$ cat config.mk
export PLATFORM = sky130hd
export DESIGN_NAME = sram_arbiter_flat
export DESIGN_NICKNAME = d
export VERILOG_FILES = /design/src/rtl/sram_arb_pkg.sv /design/src/rtl/sram_arbiter_if.sv /design/src/rtl/sram_arbiter_arb2_pick.sv /design/src/rtl/sram_arbiter.sv /design/src/flat_wrapper.sv
export SDC_FILE = /design/constraint.sdc
export NUM_CORES = 1
export LEC_CHECK = 0
export CAP_MARGIN = 20
export CORE_ASPECT_RATIO = 0.75
export CORE_MARGIN = 2
export CORE_UTILIZATION = 42
export CTS_CLUSTER_SIZE = 12
export DETAILED_ROUTE_END_ITERATION = 10
export GPL_TIMING_DRIVEN = 0
export HOLD_SLACK_MARGIN = 0.05
export PLACE_DENSITY_LB_ADDON = 0.3
export SYNTH_ARGS = -nofsm -noshare
export SYNTH_HDL_FRONTEND = slang
export SYNTH_SLANG_ARGS = --single-unit
$ cat constraint.sdc
create_clock -name clk -period 5.5 [get_ports clk]
set_input_delay 1.65 -clock clk [delete_from_list [all_inputs] [get_ports clk]]
set_output_delay 1.65 -clock clk [all_outputs]
set_load 0.02 [all_outputs]
$ cat src/rtl/sram_arb_pkg.sv
// Shared types and constants for the two-port SRAM arbiter.
package sram_arb_pkg;

  localparam int AW_DEF = 19;
  localparam int DW_DEF = 9;

  // Encoding of the controller's rw line.
  localparam logic RW_READ  = 1'b1;
  localparam logic RW_WRITE = 1'b0;

  typedef enum logic [1:0] {
    ARB   = 2'd0,
    ISSUE = 2'd1,
    BUSY  = 2'd2,
    DONE  = 2'd3
  } arb_state_t;

endpackage

$ cat src/rtl/sram_arbiter_if.sv
// Requester-port and controller-side bundles for sram_arbiter.
// sram_port_if: master = requester, slave = arbiter. sram_mem_if: master = arbiter, slave = sram_ctrl.
interface sram_port_if
  import sram_arb_pkg::*;
#(
  parameter int AW = AW_DEF,
  parameter int DW = DW_DEF
);
  // req is a level held until ack; ack is a single-cycle completion pulse.
  logic          req;
  logic          we;
  logic [AW-1:0] addr;
  logic [DW-1:0] wdata;
  logic          ack;
  logic [DW-1:0] rdata;

  modport master (output req, we, addr, wdata, input  ack, rdata);
  modport slave  (input  req, we, addr, wdata, output ack, rdata);
endinterface

interface sram_mem_if
  import sram_arb_pkg::*;
#(
  parameter int AW = AW_DEF,
  parameter int DW = DW_DEF
);
  // A command transfers on a cycle where mem and ready are both high.
  logic          mem;
  logic          rw;
  logic [AW-1:0] addr;
  logic [DW-1:0] data_f2s;
  logic          ready;
  logic [DW-1:0] data_s2f_r;

  modport master (output mem, rw, addr, data_f2s, input  ready, data_s2f_r);
  modport slave  (input  mem, rw, addr, data_f2s, output ready, data_s2f_r);
endinterface

$ cat src/rtl/sram_arbiter_arb2_pick.sv
// Two-request winner select. SRAM_ARB_RR_EN selects round-robin ties;
// otherwise port 0 has fixed priority.
module arb2_pick (
  input  logic req0,
  input  logic req1,
  input  logic owner,
  output logic grant,
  output logic winner
);

  always_comb begin
    grant = req0 | req1;
`ifdef SRAM_ARB_RR_EN
    // On a tie the port that did not hold the last grant wins.
    if (req0 && req1) winner = ~owner;
    else              winner = req1;
`else
    winner = ~req0;
`endif
  end

`ifndef SRAM_ARB_RR_EN
  logic unused_owner;
  assign unused_owner = owner;
`endif

endmodule

$ cat src/rtl/sram_arbiter.sv
// Shares one sram_ctrl between two requesters, one command in flight at a time.
// Build option SRAM_ARB_RR_EN: round-robin tie-break instead of fixed port-0 priority.
module sram_arbiter
  import sram_arb_pkg::*;
#(
  parameter int AW = AW_DEF,
  parameter int DW = DW_DEF
) (
  input  logic        clk,
  input  logic        reset,
  sram_port_if.slave  p0,
  sram_port_if.slave  p1,
  sram_mem_if.master  ctrl,
  output logic        busy,
  output logic        owner,
  output arb_state_t  dbg_state
);

  arb_state_t    state_q, state_d;
  logic          owner_q, owner_d;
  logic          busy_q, busy_d;
  logic          cmd_we_q, cmd_we_d;
  logic [AW-1:0] cmd_addr_q, cmd_addr_d;
  logic [DW-1:0] cmd_wdata_q, cmd_wdata_d;
  logic          ack0_q, ack0_d;
  logic          ack1_q, ack1_d;
  logic [DW-1:0] rdata0_q, rdata0_d;
  logic [DW-1:0] rdata1_q, rdata1_d;

  logic grant;
  logic winner;

  arb2_pick u_pick (
    .req0   (p0.req),
    .req1   (p1.req),
    .owner  (owner_q),
    .grant  (grant),
    .winner (winner)
  );

  always_comb begin
    state_d     = state_q;
    owner_d     = owner_q;
    cmd_we_d    = cmd_we_q;
    cmd_addr_d  = cmd_addr_q;
    cmd_wdata_d = cmd_wdata_q;
    ack0_d      = 1'b0;
    ack1_d      = 1'b0;
    rdata0_d    = rdata0_q;
    rdata1_d    = rdata1_q;

    case (state_q)
      // Port inputs are only looked at here, so later changes cannot
      // disturb the command already latched.
      ARB: begin
        if (grant) begin
          owner_d     = winner;
          cmd_we_d    = winner ? p1.we    : p0.we;
          cmd_addr_d  = winner ? p1.addr  : p0.addr;
          cmd_wdata_d = winner ? p1.wdata : p0.wdata;
          state_d     = ISSUE;
        end
      end
      ISSUE: begin
        if (ctrl.ready) state_d = BUSY;
      end
      BUSY: begin
        if (ctrl.ready) begin
          if (!cmd_we_q) begin
            if (owner_q) rdata1_d = ctrl.data_s2f_r;
            else         rdata0_d = ctrl.data_s2f_r;
          end
          ack0_d  = ~owner_q;
          ack1_d  = owner_q;
          state_d = DONE;
        end
      end
      // Requests are deliberately not sampled here so a requester can
      // drop or retarget req at the ack edge without a double issue.
      DONE: state_d = ARB;
      default: state_d = ARB;
    endcase

    busy_d = (state_d != ARB);
  end

  always_ff @(posedge clk or posedge reset) begin
    if (reset) begin
      state_q     <= ARB;
      owner_q     <= 1'b1;
      busy_q      <= 1'b0;
      cmd_we_q    <= 1'b0;
      cmd_addr_q  <= '0;
      cmd_wdata_q <= '0;
      ack0_q      <= 1'b0;
      ack1_q      <= 1'b0;
      rdata0_q    <= '0;
      rdata1_q    <= '0;
    end else begin
      state_q     <= state_d;
      owner_q     <= owner_d;
      busy_q      <= busy_d;
      cmd_we_q    <= cmd_we_d;
      cmd_addr_q  <= cmd_addr_d;
      cmd_wdata_q <= cmd_wdata_d;
      ack0_q      <= ack0_d;
      ack1_q      <= ack1_d;
      rdata0_q    <= rdata0_d;
      rdata1_q    <= rdata1_d;
    end
  end

  // Controller side is decoded from registers only; addr/data hold between commands.
  assign ctrl.mem      = (state_q == ISSUE);
  assign ctrl.rw       = cmd_we_q ? RW_WRITE : RW_READ;
  assign ctrl.addr     = cmd_addr_q;
  assign ctrl.data_f2s = cmd_wdata_q;

  assign p0.ack   = ack0_q;
  assign p1.ack   = ack1_q;
  assign p0.rdata = rdata0_q;
  assign p1.rdata = rdata1_q;

  assign busy      = busy_q;
  assign owner     = owner_q;
  assign dbg_state = state_q;

endmodule

$ cat src/flat_wrapper.sv
// flat-port wrapper written by rule: the top's interface ports become plain ports
module sram_arbiter_flat import sram_arb_pkg::*;
#(
  parameter int AW = AW_DEF,
  parameter int DW = DW_DEF
)
  (clk, reset, busy, owner, dbg_state, p0_req, p0_we, p0_addr, p0_wdata, p0_ack, p0_rdata, p1_req, p1_we, p1_addr, p1_wdata, p1_ack, p1_rdata, ctrl_mem, ctrl_rw, ctrl_addr, ctrl_data_f2s, ctrl_ready, ctrl_data_s2f_r);
  sram_port_if #(.AW(AW), .DW(DW)) p0_i ();
  sram_port_if #(.AW(AW), .DW(DW)) p1_i ();
  sram_mem_if #(.AW(AW), .DW(DW)) ctrl_i ();
  input  logic clk;
  input  logic reset;
  output logic busy;
  output logic owner;
  output arb_state_t dbg_state;
  input wire logic [$bits(p0_i.req)-1:0] p0_req;
  input wire logic [$bits(p0_i.we)-1:0] p0_we;
  input wire logic [$bits(p0_i.addr)-1:0] p0_addr;
  input wire logic [$bits(p0_i.wdata)-1:0] p0_wdata;
  output wire logic [$bits(p0_i.ack)-1:0] p0_ack;
  output wire logic [$bits(p0_i.rdata)-1:0] p0_rdata;
  input wire logic [$bits(p1_i.req)-1:0] p1_req;
  input wire logic [$bits(p1_i.we)-1:0] p1_we;
  input wire logic [$bits(p1_i.addr)-1:0] p1_addr;
  input wire logic [$bits(p1_i.wdata)-1:0] p1_wdata;
  output wire logic [$bits(p1_i.ack)-1:0] p1_ack;
  output wire logic [$bits(p1_i.rdata)-1:0] p1_rdata;
  output wire logic [$bits(ctrl_i.mem)-1:0] ctrl_mem;
  output wire logic [$bits(ctrl_i.rw)-1:0] ctrl_rw;
  output wire logic [$bits(ctrl_i.addr)-1:0] ctrl_addr;
  output wire logic [$bits(ctrl_i.data_f2s)-1:0] ctrl_data_f2s;
  input wire logic [$bits(ctrl_i.ready)-1:0] ctrl_ready;
  input wire logic [$bits(ctrl_i.data_s2f_r)-1:0] ctrl_data_s2f_r;
  assign p0_i.req = p0_req;
  assign p0_i.we = p0_we;
  assign p0_i.addr = p0_addr;
  assign p0_i.wdata = p0_wdata;
  assign p0_ack = p0_i.ack;
  assign p0_rdata = p0_i.rdata;
  assign p1_i.req = p1_req;
  assign p1_i.we = p1_we;
  assign p1_i.addr = p1_addr;
  assign p1_i.wdata = p1_wdata;
  assign p1_ack = p1_i.ack;
  assign p1_rdata = p1_i.rdata;
  assign ctrl_mem = ctrl_i.mem;
  assign ctrl_rw = ctrl_i.rw;
  assign ctrl_addr = ctrl_i.addr;
  assign ctrl_data_f2s = ctrl_i.data_f2s;
  assign ctrl_i.ready = ctrl_ready;
  assign ctrl_i.data_s2f_r = ctrl_data_s2f_r;
  sram_arbiter #(.AW(AW), .DW(DW)) u_core (.clk(clk), .reset(reset), .p0(p0_i), .p1(p1_i), .ctrl(ctrl_i), .busy(busy), .owner(owner), .dbg_state(dbg_state));
endmodule
==> impl_metrics.ini <==
[outcome]
status = finished, final reports clean

[place]
io_buffers = 125
dpl-instance-area_um2 = 3730
dp_hpwl_mm = 4.41
place_congestion = 0.757

[die]
die_w_um = 90.7
start_util_pct = 44.0
die-area_um2 = 6270
core_region_area_um2 = 5380
die_h_um = 69.1
fp-row-count = 23
ios = 126

[logic_synthesis]
yosys-top-cells-area = dfrtp_1 55%, mux2_2 35%, buf_6 1.4%, dfstp_2 1.1%, mux2i_1 0.84%
synth-warning-count = 0
async_reset_ff_share_pct = 100
postSynthCellCount = 153
synth_nets = 225
postSynthRegisterBits = 53
synth_edf_count = 0
synth.avg_cell_area_um2 = 15.5
ys_types = 20
synth_ff_type = dfrtp_1
synth.most_common_cell = mux2_2
synth_top_area_share_pct = 54.9
yosysTopAreaCell = dfrtp_1
yosysSeqAreaShare_pct = 56.0
syn_area_um2 = 2370
synthTopCellsByCount = 74 x mux2_2, 52 x dfrtp_1, 3 x buf_2, 3 x buf_6, 3 x nor2_1

[cells_and_area]
final_layout_size_suffix_gt1_share_pct = 33.8
fillers = 407
nets = 358
final_area_um2 = 3820
insertedDiodeCount = 0
area_growth_pct = 61.1

[drt]
drc = 0
routed_wirelength_mm = 5.56
antenna_left = 0
dr.pass1.iters = 4
routed_via_density = 4.69
num_vias = 1698
drt_iter0_markers = 42
wire_per_inst_um = 15.4

[worst_setup_path]
cp-end-kind = output pin
cp-start-kind = flip-flop
crit_required_ns = 3.85
crit_arrival_ns = 1.62
crit_fanout = 6
crit_type = reg2out

[power_and_ir_drop]
worst_ir_drop_vdd_mv = 0.274
p_leak_uw = 0.00159
total_power_uw = 1970
combPwrFrac_pct = 54.4
power_frac_clock_pct = 10.5
p_sw_uw = 700
powerDensity_nw_per_um2 = 516
power.internal_uw = 1270
swShare_pct = 35.5
power_frac_seq_pct = 35.1

[clock_network]
cts_buffers = 5
ctsResizeCount = 0
clk_latency_ns = 0.29
hold_buffers = 0
clock_path_buffers = 2
clock_sinks = 53
htreeDepth = 2
post_cts_buffers = 0
cts_tree = yes
cts-root-buf = clkbuf_8
path_clk_slew_ns = 0.09

[global_route]
grt_usage_pct = 18.7
antenna_found_initial = 0
grt_max_degree = 34
grt_pass1_wl_mm = 9.34
grt_pass1_vias = 1823
grt.overflow.total = 0

[sta]
hold_violations = 0
finalCriticalPeriod_ns = 3.27
tightest_slew_ns = 0.506
setup_viol = 0
slew_headroom_pct = 66.1
final_max_slew_viol_count = 0
fin_tns_setup_ns = 0
rsz0062_at_grt = no
fmax_ghz = 0.305
period_share_pct = 59.5
fin_skew_ns = 0.00373

[run]
maxCapViolations = 0

[worst_hold_path]
min_path_type = reg2reg
[worst max-delay path, cell delays in order (launching register included)]
cell             delay, ns
dfrtp_1               0.46
and2b_1               0.25
clkdlybuf4s50_1       0.62
[per-layer routing]
layer	vias up	global-route usage, %	share of wire, %	wire length (um)
li1	816	-	-	-
met1	813	23.6	44	2470
met2	65	31.5	48	2680
met3	4	5.90	6.6	366
met4	0	4.27	0.79	44
met5	-	0	0	0
[cell usage in the layout (no fill, tap or decap), drive strengths merged]
cell,instances
a21o,1
a21oi,2
a221o,1
and2b,1
and3,1
buf,8
clkbuf,6
clkdlybuf4s50,125
clkinv,2
dfrtp,52
dfstp,1
inv,2
mux2,74
mux2i,2
nand3b,1
nor2,3
nor2b,1
nor3,1
nor3b,1
o21a,1
or3,1
[layout make-up]
| type | instances | area, um^2 | area share (%) |
|---|---|---|---|
| inverter | 2 | 7.51 | 0.197 |
| clock buffer | 6 | 72.6 | 1.90 |
| tap | 75 | 93.8 | 2.46 |
| timing repair buffer | 126 | 1270 | 33.3 |
| buffer | 7 | 56.3 | 1.47 |
| sequential | 53 | 1330 | 34.8 |
| clock inverter | 2 | 10.0 | 0.262 |
| multi-input combinational | 91 | 978 | 25.6 |
[state kept, by name, indices dropped and copies added (netlist names)]
name and flops:
u_core.busy 1, u_core.cmd_we_q 1, u_core.ctrl.addr 19, u_core.ctrl.data_f2s 9, u_core.dbg_state 2, u_core.owner 1, u_core.p0.ack 1, u_core.p0.rdata 9
u_core.p1.ack 1, u_core.p1.rdata 9
[worst paths after layout]
| kind | slack, ns | cells after the start | to | start |
|---|---|---|---|---|
| hold / removal | 0.51 | 1 | u_core.ctrl.addr[11] | u_core.ctrl.addr[11] |
| max in group asynchronous | 3.21 | 3 | u_core.owner | reset |
| hold reg to reg | 0.51 | 1 | u_core.ctrl.addr[11] | u_core.ctrl.addr[11] |
| setup reg to reg | 3.92 | 3 | u_core.p0.rdata[1] | u_core.dbg_state[0] |
| min in group asynchronous | 1.69 | 2 | u_core.ctrl.data_f2s[3] | reset |
| setup / recovery | 2.23 | 2 | ctrl_mem | u_core.dbg_state[1] |
[power by group through the flow]
stage,sequential (uW),combinational (uW),clock [uW]
floorplan,924,335,0
global placement,690,1070,0
detailed placement,702,1080,0
CTS,693,1090,219
global route,719,1130,239
finish,691,1070,208
[cells by family (layout without fill, tap and decap cells)]
group	count (synthesis)	after routing	synth area share, %
muxes	76	76	36.0
DFF	53	53	56.0
and+or+nand+nor	10	10	3.70
buffers and inverters	9	143	2.69
AOI/OAI and AO/OA	5	5	1.58
[metrics by stage]
| stage | setup WS [ns] | util (%) | hold WS, ns | std cells |
|---|---|---|---|---|
| 3_5_place_dp | 2.19 | 69.4 | 0.495 | 354 |
| 5_1_grt | 2.15 | 70.9 | 0.533 | 362 |
| 6_report | 2.23 | 70.9 | 0.510 | 362 |
| 4_1_cts | 2.20 | 70.9 | 0.515 | 362 |
| 2_1_floorplan | 2.57 | - | 0.549 | 153 |
| 3_3_place_gp | 1.54 | 69.0 | 0.488 | 353 |
Power figures use the tool's default switching activity.
